[src/rtl/lpc_io_sequencer.sv]
// lpc_io_sequencer
// LPC I/O target for one 8-byte window at BASE_ADDR (bits [2:0] ignored).
// It decodes IORD/IOWR cycles on LAD and turns each matched cycle into a
// single register access (reg_req/reg_ack handshake). While waiting it
// drives SYNC short-wait, then ready, then the read data if any, and
// finally the turnaround nibble back to the host.
//
// Optional build macro: LPC_SEQ_TIMEOUT_EN. When defined, a SYNC wait that
// lasts TIMEOUT cycles without an ack drops reg_req and answers with SYNC
// error (4'hA) followed by the turnaround. When undefined, SYNC waits forever.
//
// Ports
//   lpc_clk     in   clock, rising edge
//   lpc_rst     in   async active-high reset
//   lpc_frame   in   LFRAME#, active low
//   lpc_ad_in   in   LAD[3:0] sampled from the bus
//   lpc_ad_out  out  LAD value while lpc_ad_oe=1
//   lpc_ad_oe   out  LAD output enable
//   reg_req     out  register access request, held until acked
//   reg_we      out  1=write, 0=read
//   reg_addr    out  register offset
//   reg_wdata   out  write data
//   reg_ack     in   access complete
//   reg_rdata   in   read data, valid with reg_ack
//
// state | meaning
// IDLE  | waiting for START (frame low, LAD=0)
// CTDIR | cycle type / direction nibble
// ADDR  | four address nibbles, MSN first
// WDATA | two write data nibbles, low first
// TAR1  | host turnaround, first cycle
// TAR2  | host turnaround, second cycle
// SYNC  | 5 until acked, then 0 for one cycle (A on timeout)
// RDATA | two read data nibbles, low first
// HTAR  | drive F for one cycle, then release
module lpc_io_sequencer #(
    parameter logic [15:0] BASE_ADDR = 16'h03F8,
    parameter int          TIMEOUT   = 15
) (
    input  logic       lpc_clk,
    input  logic       lpc_rst,
    input  logic       lpc_frame,
    input  logic [3:0] lpc_ad_in,
    output logic [3:0] lpc_ad_out,
    output logic       lpc_ad_oe,
    output logic       reg_req,
    output logic       reg_we,
    output logic [2:0] reg_addr,
    output logic [7:0] reg_wdata,
    input  logic       reg_ack,
    input  logic [7:0] reg_rdata
);

    localparam logic [3:0] S_IDLE  = 4'd0;
    localparam logic [3:0] S_CTDIR = 4'd1;
    localparam logic [3:0] S_ADDR  = 4'd2;
    localparam logic [3:0] S_WDATA = 4'd3;
    localparam logic [3:0] S_TAR1  = 4'd4;
    localparam logic [3:0] S_TAR2  = 4'd5;
    localparam logic [3:0] S_SYNC  = 4'd6;
    localparam logic [3:0] S_RDATA = 4'd7;
    localparam logic [3:0] S_HTAR  = 4'd8;

    logic [3:0]  state;
    logic [1:0]  nib_cnt;
    logic [11:0] addr_sr;
    logic [15:0] addr_full;
    logic        is_write;
    logic        ack_seen;
    logic [7:0]  rdata_q;
    logic        timed_out;
    logic        tmr_tc;

    assign addr_full = {addr_sr, lpc_ad_in};

`ifdef LPC_SEQ_TIMEOUT_EN
    logic [15:0] tmr;

    // Terminal count on the last short-wait cycle; an ack on the same edge wins.
    assign tmr_tc = (state == S_SYNC) && lpc_frame && !ack_seen && !timed_out &&
                    !(reg_req && reg_ack) && (tmr == 16'd1);

    always_ff @(posedge lpc_clk or posedge lpc_rst) begin
        if (lpc_rst) begin
            tmr       <= '0;
            timed_out <= 1'b0;
        end else if (!lpc_frame || state == S_TAR1) begin
            tmr       <= 16'(TIMEOUT);
            timed_out <= 1'b0;
        end else if (state == S_SYNC && !ack_seen && !timed_out && !(reg_req && reg_ack)) begin
            if (tmr_tc) begin
                timed_out <= 1'b1;
            end else begin
                tmr <= tmr - 16'd1;
            end
        end
    end
`else
    assign tmr_tc    = 1'b0;
    assign timed_out = 1'b0;
`endif

    always_ff @(posedge lpc_clk or posedge lpc_rst) begin
        if (lpc_rst) begin
            state     <= S_IDLE;
            nib_cnt   <= '0;
            addr_sr   <= '0;
            is_write  <= 1'b0;
            ack_seen  <= 1'b0;
            rdata_q   <= '0;
            reg_req   <= 1'b0;
            reg_we    <= 1'b0;
            reg_addr  <= '0;
            reg_wdata <= '0;
        end else begin
            if (reg_req && reg_ack) begin
                reg_req  <= 1'b0;
                rdata_q  <= reg_rdata;
                ack_seen <= 1'b1;
            end
            if (tmr_tc) begin
                reg_req <= 1'b0;
            end
            // Frame low aborts whatever is in flight and is treated as a
            // START candidate, so the last nibble before frame rises wins.
            if (!lpc_frame) begin
                reg_req  <= 1'b0;
                ack_seen <= 1'b0;
                state    <= (lpc_ad_in == 4'h0) ? S_CTDIR : S_IDLE;
            end else begin
                case (state)
                    S_CTDIR: begin
                        nib_cnt <= '0;
                        if (lpc_ad_in == 4'h0 || lpc_ad_in == 4'h2) begin
                            is_write <= lpc_ad_in[1];
                            reg_we   <= lpc_ad_in[1];
                            state    <= S_ADDR;
                        end else begin
                            state <= S_IDLE;
                        end
                    end
                    S_ADDR: begin
                        addr_sr <= {addr_sr[7:0], lpc_ad_in};
                        nib_cnt <= nib_cnt + 2'd1;
                        if (nib_cnt == 2'd3) begin
                            nib_cnt <= '0;
                            if (addr_full[15:3] != BASE_ADDR[15:3]) begin
                                state <= S_IDLE;
                            end else begin
                                reg_addr <= lpc_ad_in[2:0];
                                if (is_write) begin
                                    state <= S_WDATA;
                                end else begin
                                    state    <= S_TAR1;
                                    reg_req  <= 1'b1;
                                    ack_seen <= 1'b0;
                                end
                            end
                        end
                    end
                    S_WDATA: begin
                        if (nib_cnt == 2'd0) begin
                            reg_wdata[3:0] <= lpc_ad_in;
                            nib_cnt        <= 2'd1;
                        end else begin
                            reg_wdata[7:4] <= lpc_ad_in;
                            nib_cnt        <= '0;
                            state          <= S_TAR1;
                            reg_req        <= 1'b1;
                            ack_seen       <= 1'b0;
                        end
                    end
                    S_TAR1: state <= S_TAR2;
                    S_TAR2: state <= S_SYNC;
                    S_SYNC: begin
                        // ack_seen/timed_out are registered, so the ready or
                        // error nibble is always driven for one full cycle.
                        if (timed_out) begin
                            state <= S_HTAR;
                        end else if (ack_seen) begin
                            nib_cnt <= '0;
                            state   <= is_write ? S_HTAR : S_RDATA;
                        end
                    end
                    S_RDATA: begin
                        nib_cnt <= nib_cnt + 2'd1;
                        if (nib_cnt != 2'd0) begin
                            state <= S_HTAR;
                        end
                    end
                    S_HTAR:  state <= S_IDLE;
                    default: state <= S_IDLE;
                endcase
            end
        end
    end

    // Driven from state only, so reset releases LAD without a clock edge.
    assign lpc_ad_oe = (state == S_SYNC) || (state == S_RDATA) || (state == S_HTAR);

    always_comb begin
        lpc_ad_out = 4'hF;
        case (state)
            S_SYNC: begin
                if (timed_out) begin
                    lpc_ad_out = 4'hA;
                end else if (ack_seen) begin
                    lpc_ad_out = 4'h0;
                end else begin
                    lpc_ad_out = 4'h5;
                end
            end
            S_RDATA: lpc_ad_out = (nib_cnt == 2'd0) ? rdata_q[3:0] : rdata_q[7:4];
            default: lpc_ad_out = 4'hF;
        endcase
    end

endmodule

[config.mk]
export PLATFORM = sky130hd
export DESIGN_NAME = lpc_io_sequencer
export DESIGN_NICKNAME = d
export VERILOG_FILES = /design/src/rtl/lpc_io_sequencer.sv
export SDC_FILE = /design/constraint.sdc
export NUM_CORES = 1
export LEC_CHECK = 0
export CAP_MARGIN = 20
export CORE_ASPECT_RATIO = 1.5
export CORE_MARGIN = 2
export CORE_UTILIZATION = 52
export DETAILED_ROUTE_END_ITERATION = 12
export GPL_TIMING_DRIVEN = 0
export PLACE_DENSITY = 0.78
export SLEW_MARGIN = 10
export SYNTH_ARGS = -nofsm -noshare
export SYNTH_HDL_FRONTEND = slang
export SYNTH_SLANG_ARGS = --single-unit
[constraint.sdc]
create_clock -name lpc_clk -period 2.1 [get_ports lpc_clk]
set_input_delay 0.42 -clock lpc_clk [delete_from_list [all_inputs] [get_ports lpc_clk]]
set_output_delay 0.42 -clock lpc_clk [all_outputs]
set_load 0.1 [all_outputs]
==> results of run 1 <==
## power breakdown
part | internal (W) | leakage (nW) | switching [W]
sequential | 0.000788 | 0.542 | 0.0000117
clock | 0.000352 | 0.0552 | 0.000249
combinational | 0.0000857 | 0.640 | 0.000150
## timing repair
item                                    CTS  global route
hold buffers                              0             0
endpoints found under the setup margin   18             4
pin swaps                                 3             4
gates resized for setup                  60            20
buffers inserted                          4             2
## worst max-delay path: stages, from the launching register on
cell and delay [ps]:
dfrtp_1 400, inv_2 100, ha_4 180, mux2_4 310, a21o_4 210, buf_12 160
## cells by family after synthesis
| group | after synthesis | synth area share, % |
|---|---|---|
| multiplexers | 39 | 21.6 |
| AO/OA/AOI/OAI | 25 | 8.20 |
| AND/OR/NAND/NOR | 51 | 16.5 |
| adder cells (fa/ha/maj) | 2 | 1.24 |
| buffers and inverters | 14 | 2.73 |
| flip-flops | 40 | 49.7 |
## cell type report
type	instances	area [sq um]	area share (%)
buffer	7	40.0	1.52
clock buffer	6	72.6	2.76
clock inverter	2	35.0	1.33
inverter	6	22.5	0.856
multi-input combinational	117	1020	38.7
sequential	40	1000	38.1
tap	43	53.8	2.04
timing repair buffer	38	385	14.6
## worst max path at each step
stage | end | slack [ps] | cells after the start
6_report | lpc_ad_out[1] | 40 | 5
5_1_grt | lpc_ad_out[0] | -10 | 4
4_1_cts | lpc_ad_out[2] | 2 | 4
3_5_place_dp | lpc_ad_out[3] | -900 | 6
3_3_place_gp | lpc_ad_out[3] | -860 | 6
2_1_floorplan | lpc_ad_out[0] | -120 | 5
## registers in the layout (all words and copies together) (netlist names)
register	flops
ack_seen	1
addr_sr	12
is_write	1
nib_cnt	2
rdata_q	8
reg_addr	3
reg_req	1
reg_wdata	8
state	4
## through the flow
stage               instances  setup WS, ps
finish                    259          40.9
global route              259         -10.3
CTS                       257          2.04
detailed placement        246          -905
global placement          246          -855
floorplan                 171          -120
## cells in the mapped netlist
master | n | area, sq um
dfrtp_1 | 40 | 1000
mux2_2 | 34 | 383
nand2_1 | 9 | 33.8
o21ai_0 | 7 | 35.0
a21oi_1 | 6 | 30.0
clkbuf_1 | 6 | 22.5
inv_1 | 6 | 22.5
nand3_1 | 6 | 30.0
nor2_1 | 6 | 22.5
mux2i_1 | 4 | 40.0
nor2b_1 | 4 | 25.0
nor3b_1 | 4 | 30.0
nor3_1 | 3 | 15.0
a21o_1 | 2 | 15.0
a311oi_1 | 2 | 17.5
buf_2 | 2 | 10.0
ha_1 | 2 | 25.0
nand2b_1 | 2 | 12.5
nor4b_1 | 2 | 17.5
nor4bb_1 | 2 | 20.0
or2_2 | 2 | 12.5
or4_4 | 2 | 22.5
a211oi_1 | 1 | 7.51
a22oi_1 | 1 | 7.51
a31o_2 | 1 | 8.76
a31oi_1 | 1 | 6.26
and3b_1 | 1 | 8.76
mux2_1 | 1 | 11.3
nand3b_1 | 1 | 7.51
nand4b_1 | 1 | 8.76
nand4bb_1 | 1 | 11.3
nor4_4 | 1 | 21.3
o22a_1 | 1 | 8.76
o31ai_1 | 1 | 7.51
o31ai_2 | 1 | 12.5
o32ai_1 | 1 | 8.76
or3_1 | 1 | 6.26
or3b_1 | 1 | 8.76
or3b_2 | 1 | 8.76
or4b_2 | 1 | 10.0
## per-layer routing
layer | vias up | global-route usage (%) | wire length [um]
met5 | - | 0 | 0
met4 | 0 | 6.50 | 88
met3 | 8 | 5.95 | 229
met2 | 51 | 41.8 | 2550
met1 | 736 | 23.4 | 1700
li1 | 716 | - | -
==> flow_summary.toml, run 1 <==
[synthesis]
synth_nets = 189
synthCells = 171
synth_cell_types = 40
synth_area_sq_um = 2010
synth_seq_cells = 40
syn_avg_cell_area_sq_um = 11.8
ys_seq_area_share_pct = 49.7
yosys_warnings = 0

[setup_path]
startpoint = "nib_cnt[0]"
startpoint_type = "flop"
critPathKind = "reg -> out"
r2r-end = "reg_addr[2]"
rr_worst_depth = 4
required_ps = 1680
cp.arrival_ps = 1640
reg2reg_from = "addr_sr[8]"
path_max_fanout = 3
rrSetupSlack_ps = 80
crit_path_end_kind = "output port"

[floorplan]
die_h_um = 80.2
dieArea_sq_um = 4400
core_sq_um = 3680
io_pins = 34
std_cell_rows = 27
dieWidth_um = 54.8
start_util_pct = 54.7

[cells_and_area]
mostFrequentLayoutCells = "dfrtp_1, mux2_2, clkdlybuf4s50_1"
final_util_pct = 71.5
drive_gt1_share_pct = 37.5
syn_to_final_growth_pct = 30.8
final_nets = 233
antenna-diode-count = 0
nFillCells = 284
layout_commonest_cell = "dfrtp_1"
finalInstanceArea_sq_um = 2630

[min_path]
hold_start = "lpc_frame"
hold_depth = 3
hold_class = "in -> reg"
hold_end = "ack_seen"

[place]
gp_congestion = 0.909
placed_cell_area_sq_um = 2400
numPortBuffers = 32
dp_hpwl_um = 3320

[drt]
drc = 0
vias = 1511
via_per_inst = 5.83
routed_wl_um = 4570
drtPass1Iterations = 4
drt_iter0_markers = 77
wl_per_cell_um = 17.6
drtAntennaViolNets = 0

[cts]
cts_max_path_buffers = 2
htree_levels = 2
cts_tree = "built"
cts.sinks = 40
clk_pin_slew_ps = 70
insertion_delay_ps = 280
cts.root.buffer_cell = "clkbuf_8"
cts-buffers-inserted = 5

[sta]
fin_crit_sh_pct = 98.1
maxSlewHeadroom_pct = 35.2
min_period_ps = 2060
worstMarginPinSlew_ps = 976
whs_ps = 457
skew_ps = 4.67
hold_viol = 0
setup_tns_ps = 0
fmax_mhz = 486
final_max_slew_viol_count = 0
setup-violations-final = 0

[pwr]
finalPower_w = 0.00164
p_leak_nw = 1.24
power_density_nw_per_um2 = 622
ir_drop_mv = 0.709

[grt]
grt.overflow.total = 0
grt_pass1_wl_um = 7090
grt_pass1_vias = 1552
antenna_found_initial = 0
grt_usage_pct = 22.5
grt_max_degree = 41

[run]
max_cap_violations = 0

[status]
status = "complete, no violations"
Note: power is estimated with default switching activity, not from simulation.
==> inputs of run 2 (changes only) <==
--- a/config.mk
+++ b/config.mk
@@ -8,8 +8,9 @@
 export CAP_MARGIN = 20
 export CORE_ASPECT_RATIO = 1.5
 export CORE_MARGIN = 2
-export CORE_UTILIZATION = 52
+export CORE_UTILIZATION = 62
 export DETAILED_ROUTE_END_ITERATION = 12
+export DONT_BUFFER_PORTS = 1
 export GPL_TIMING_DRIVEN = 0
 export PLACE_DENSITY = 0.78
 export SLEW_MARGIN = 10
==> run 2 against run 1 <==
  * The flow now finishes with violations (negative setup slack)
  * Clock skew grew 2.9 ps
  * Clock power shrank 15%
  * Design area shrank 10%
  * Combinational power shrank 50%
  * Core utilization grew 4.2 points
  * Sequential share of layout area grew 4.3 points
  * Die area shrank 15%
==> flow_summary.toml, run 2 (synthesis gave the netlist of run 1 again) <==
[status]
status = "complete, but fails checks"
violations = "negative setup slack"

[cells_and_area]
antenna-diode-count = 0
syn_to_final_growth_pct = 17.7
final_util_pct = 75.7
drive_gt1_share_pct = 44.7
top_register = "addr_sr"
top_regs = "addr_sr (12), rdata_q (8), reg_wdata (8)"
largest_reg_flops = 12
mostFrequentLayoutCells = "dfrtp_1, mux2_2, buf_4"
final_nets = 207
layout_commonest_cell = "dfrtp_1"

[floorplan]
core_sq_um = 3130
io_pins = 34
start_util_pct = 64.4
dieWidth_um = 50.5
dieArea_sq_um = 3730
die_h_um = 73.8
std_cell_rows = 25

[setup_path]
reg2reg_from = "state[2]"
max_stage_delay_ps = 570
startpoint = "state[3]"
worstPathCellList = "buf_6 > nand4b_1 > buf_6 > o21ai_4"
required_ps = 1680
slowest_stage = "o21ai_4"
cp.arrival_ps = 1760
critPathKind = "reg -> out"
path_max_fanout = 7
crit_path_end_kind = "output port"
startpoint_type = "flop"
cp_common_cell = "buf_6"

[drt]
drtAntennaViolNets = 0
drtPass1Iterations = 4
vias = 1460
drt_iter0_markers = 26
drc = 0
wl_per_cell_um = 19.4
routed_wl_um = 4470
via_per_inst = 6.35

[sta]
whs_ps = 156
setup_tns_ps = -217
min_period_ps = 2180
rsz0062_at_grt = "yes"
setup-violations-final = 7
fin_crit_sh_pct = 104
worstMarginPinSlew_ps = 1050
skew_ps = 7.60
final_max_slew_viol_count = 0
maxSlewHeadroom_pct = 30.2
fmax_mhz = 459
worst_slack_ps = -76.4
hold_viol = 0

[pwr]
ir_drop_mv = 0.510
power_density_nw_per_um2 = 632
p_leak_nw = 1.07
finalPower_w = 0.00150

[cts]
cts-buffers-inserted = 5
clk_pin_slew_ps = 70
cts_tree = "built"
insertion_delay_ps = 290
cts_max_path_buffers = 2
htree_levels = 2
cts_hold_buf = 0
cts.sinks = 40
cts.root.buffer_cell = "clkbuf_8"

[place]
gp_congestion = 0.886
numPortBuffers = 0
dp_hpwl_um = 2940

[grt]
grt_usage_pct = 26.3
grt.overflow.total = 0
antenna_found_initial = 0
grt_pass1_wl_um = 7290
grt_pass1_vias = 1553
grt_max_degree = 41

[min_path]
hold_class = "in -> async"

[run]
max_cap_violations = 0
run 2: cell types whose count changed in the layout (fill, tap and decap cells not counted), sizes merged:
cell,before,now
clkinv,1,0
buf,15,18
clkdlybuf4s50,14,0
dlygate4sd2,13,0
bufinv,1,0
run 2: worst paths after layout:
kind | end | slack [ps] | cells after the start
worst min register to register | addr_sr[10] | 510 | 1
worst max-delay path | lpc_ad_out[2] | -80 | 4
worst min-delay path | state[1] | 160 | 1
max in group asynchronous | state[0] | 1380 | 1
min in group lpc_clk | rdata_q[5] | 280 | 1
worst max register to register | reg_wdata[5] | -20 | 4
run 2: cell type report:
cell class	instances	area, sq um
Multi-Input combinational cell	117	1050
Sequential cell	40	1000
Fill cell	215	759
Timing Repair Buffer	13	101
Clock buffer	8	90.1
Buffer	6	53.8
Tap cell	40	50.0
Inverter	6	22.5
run 2: per-stage QoR:
step,setup slack [ps],instances,cell area (sq um)
floorplan,-120,171,2030
global placement,-379,211,2080
detailed placement,-381,211,2080
CTS,-42.3,228,2330
global route,-127,230,2370
finish,-76.4,230,2370
run 2: layer usage:
metal / wire, um / vias to the layer above / global-route usage, % / part of all wire, %
met4: 146 / 0 / 12.9 / 3.3
met2: 2510 / 42 / 49.3 / 56
met1: 1660 / 738 / 27.2 / 37
li1: - / 664 / - / -
met3: 157 / 16 / 5.89 / 3.5
met5: 0 / - / 0 / 0
run 2: critical path: cells and delay by family, from the launching register on:
family / cells / cell delay [ps]
compound gates: 1 / 570
simple gates: 1 / 190
flops: 1 / 410
buf+inv: 2 / 310
run 2: timing repair:
action / 4_1_cts / 5_1_grt
buffers inserted: 10 / 3
pin swaps: 6 / 5
resized for setup: 23 / 11
setup endpoints to repair: 5 / 25
run 2: report_power, final:
part           switching (W)  internal [W]  total (W)
clock               0.000243      0.000268   0.000511
combinational      0.0000668     0.0000525   0.000119
sequential         0.0000809      0.000786   0.000867
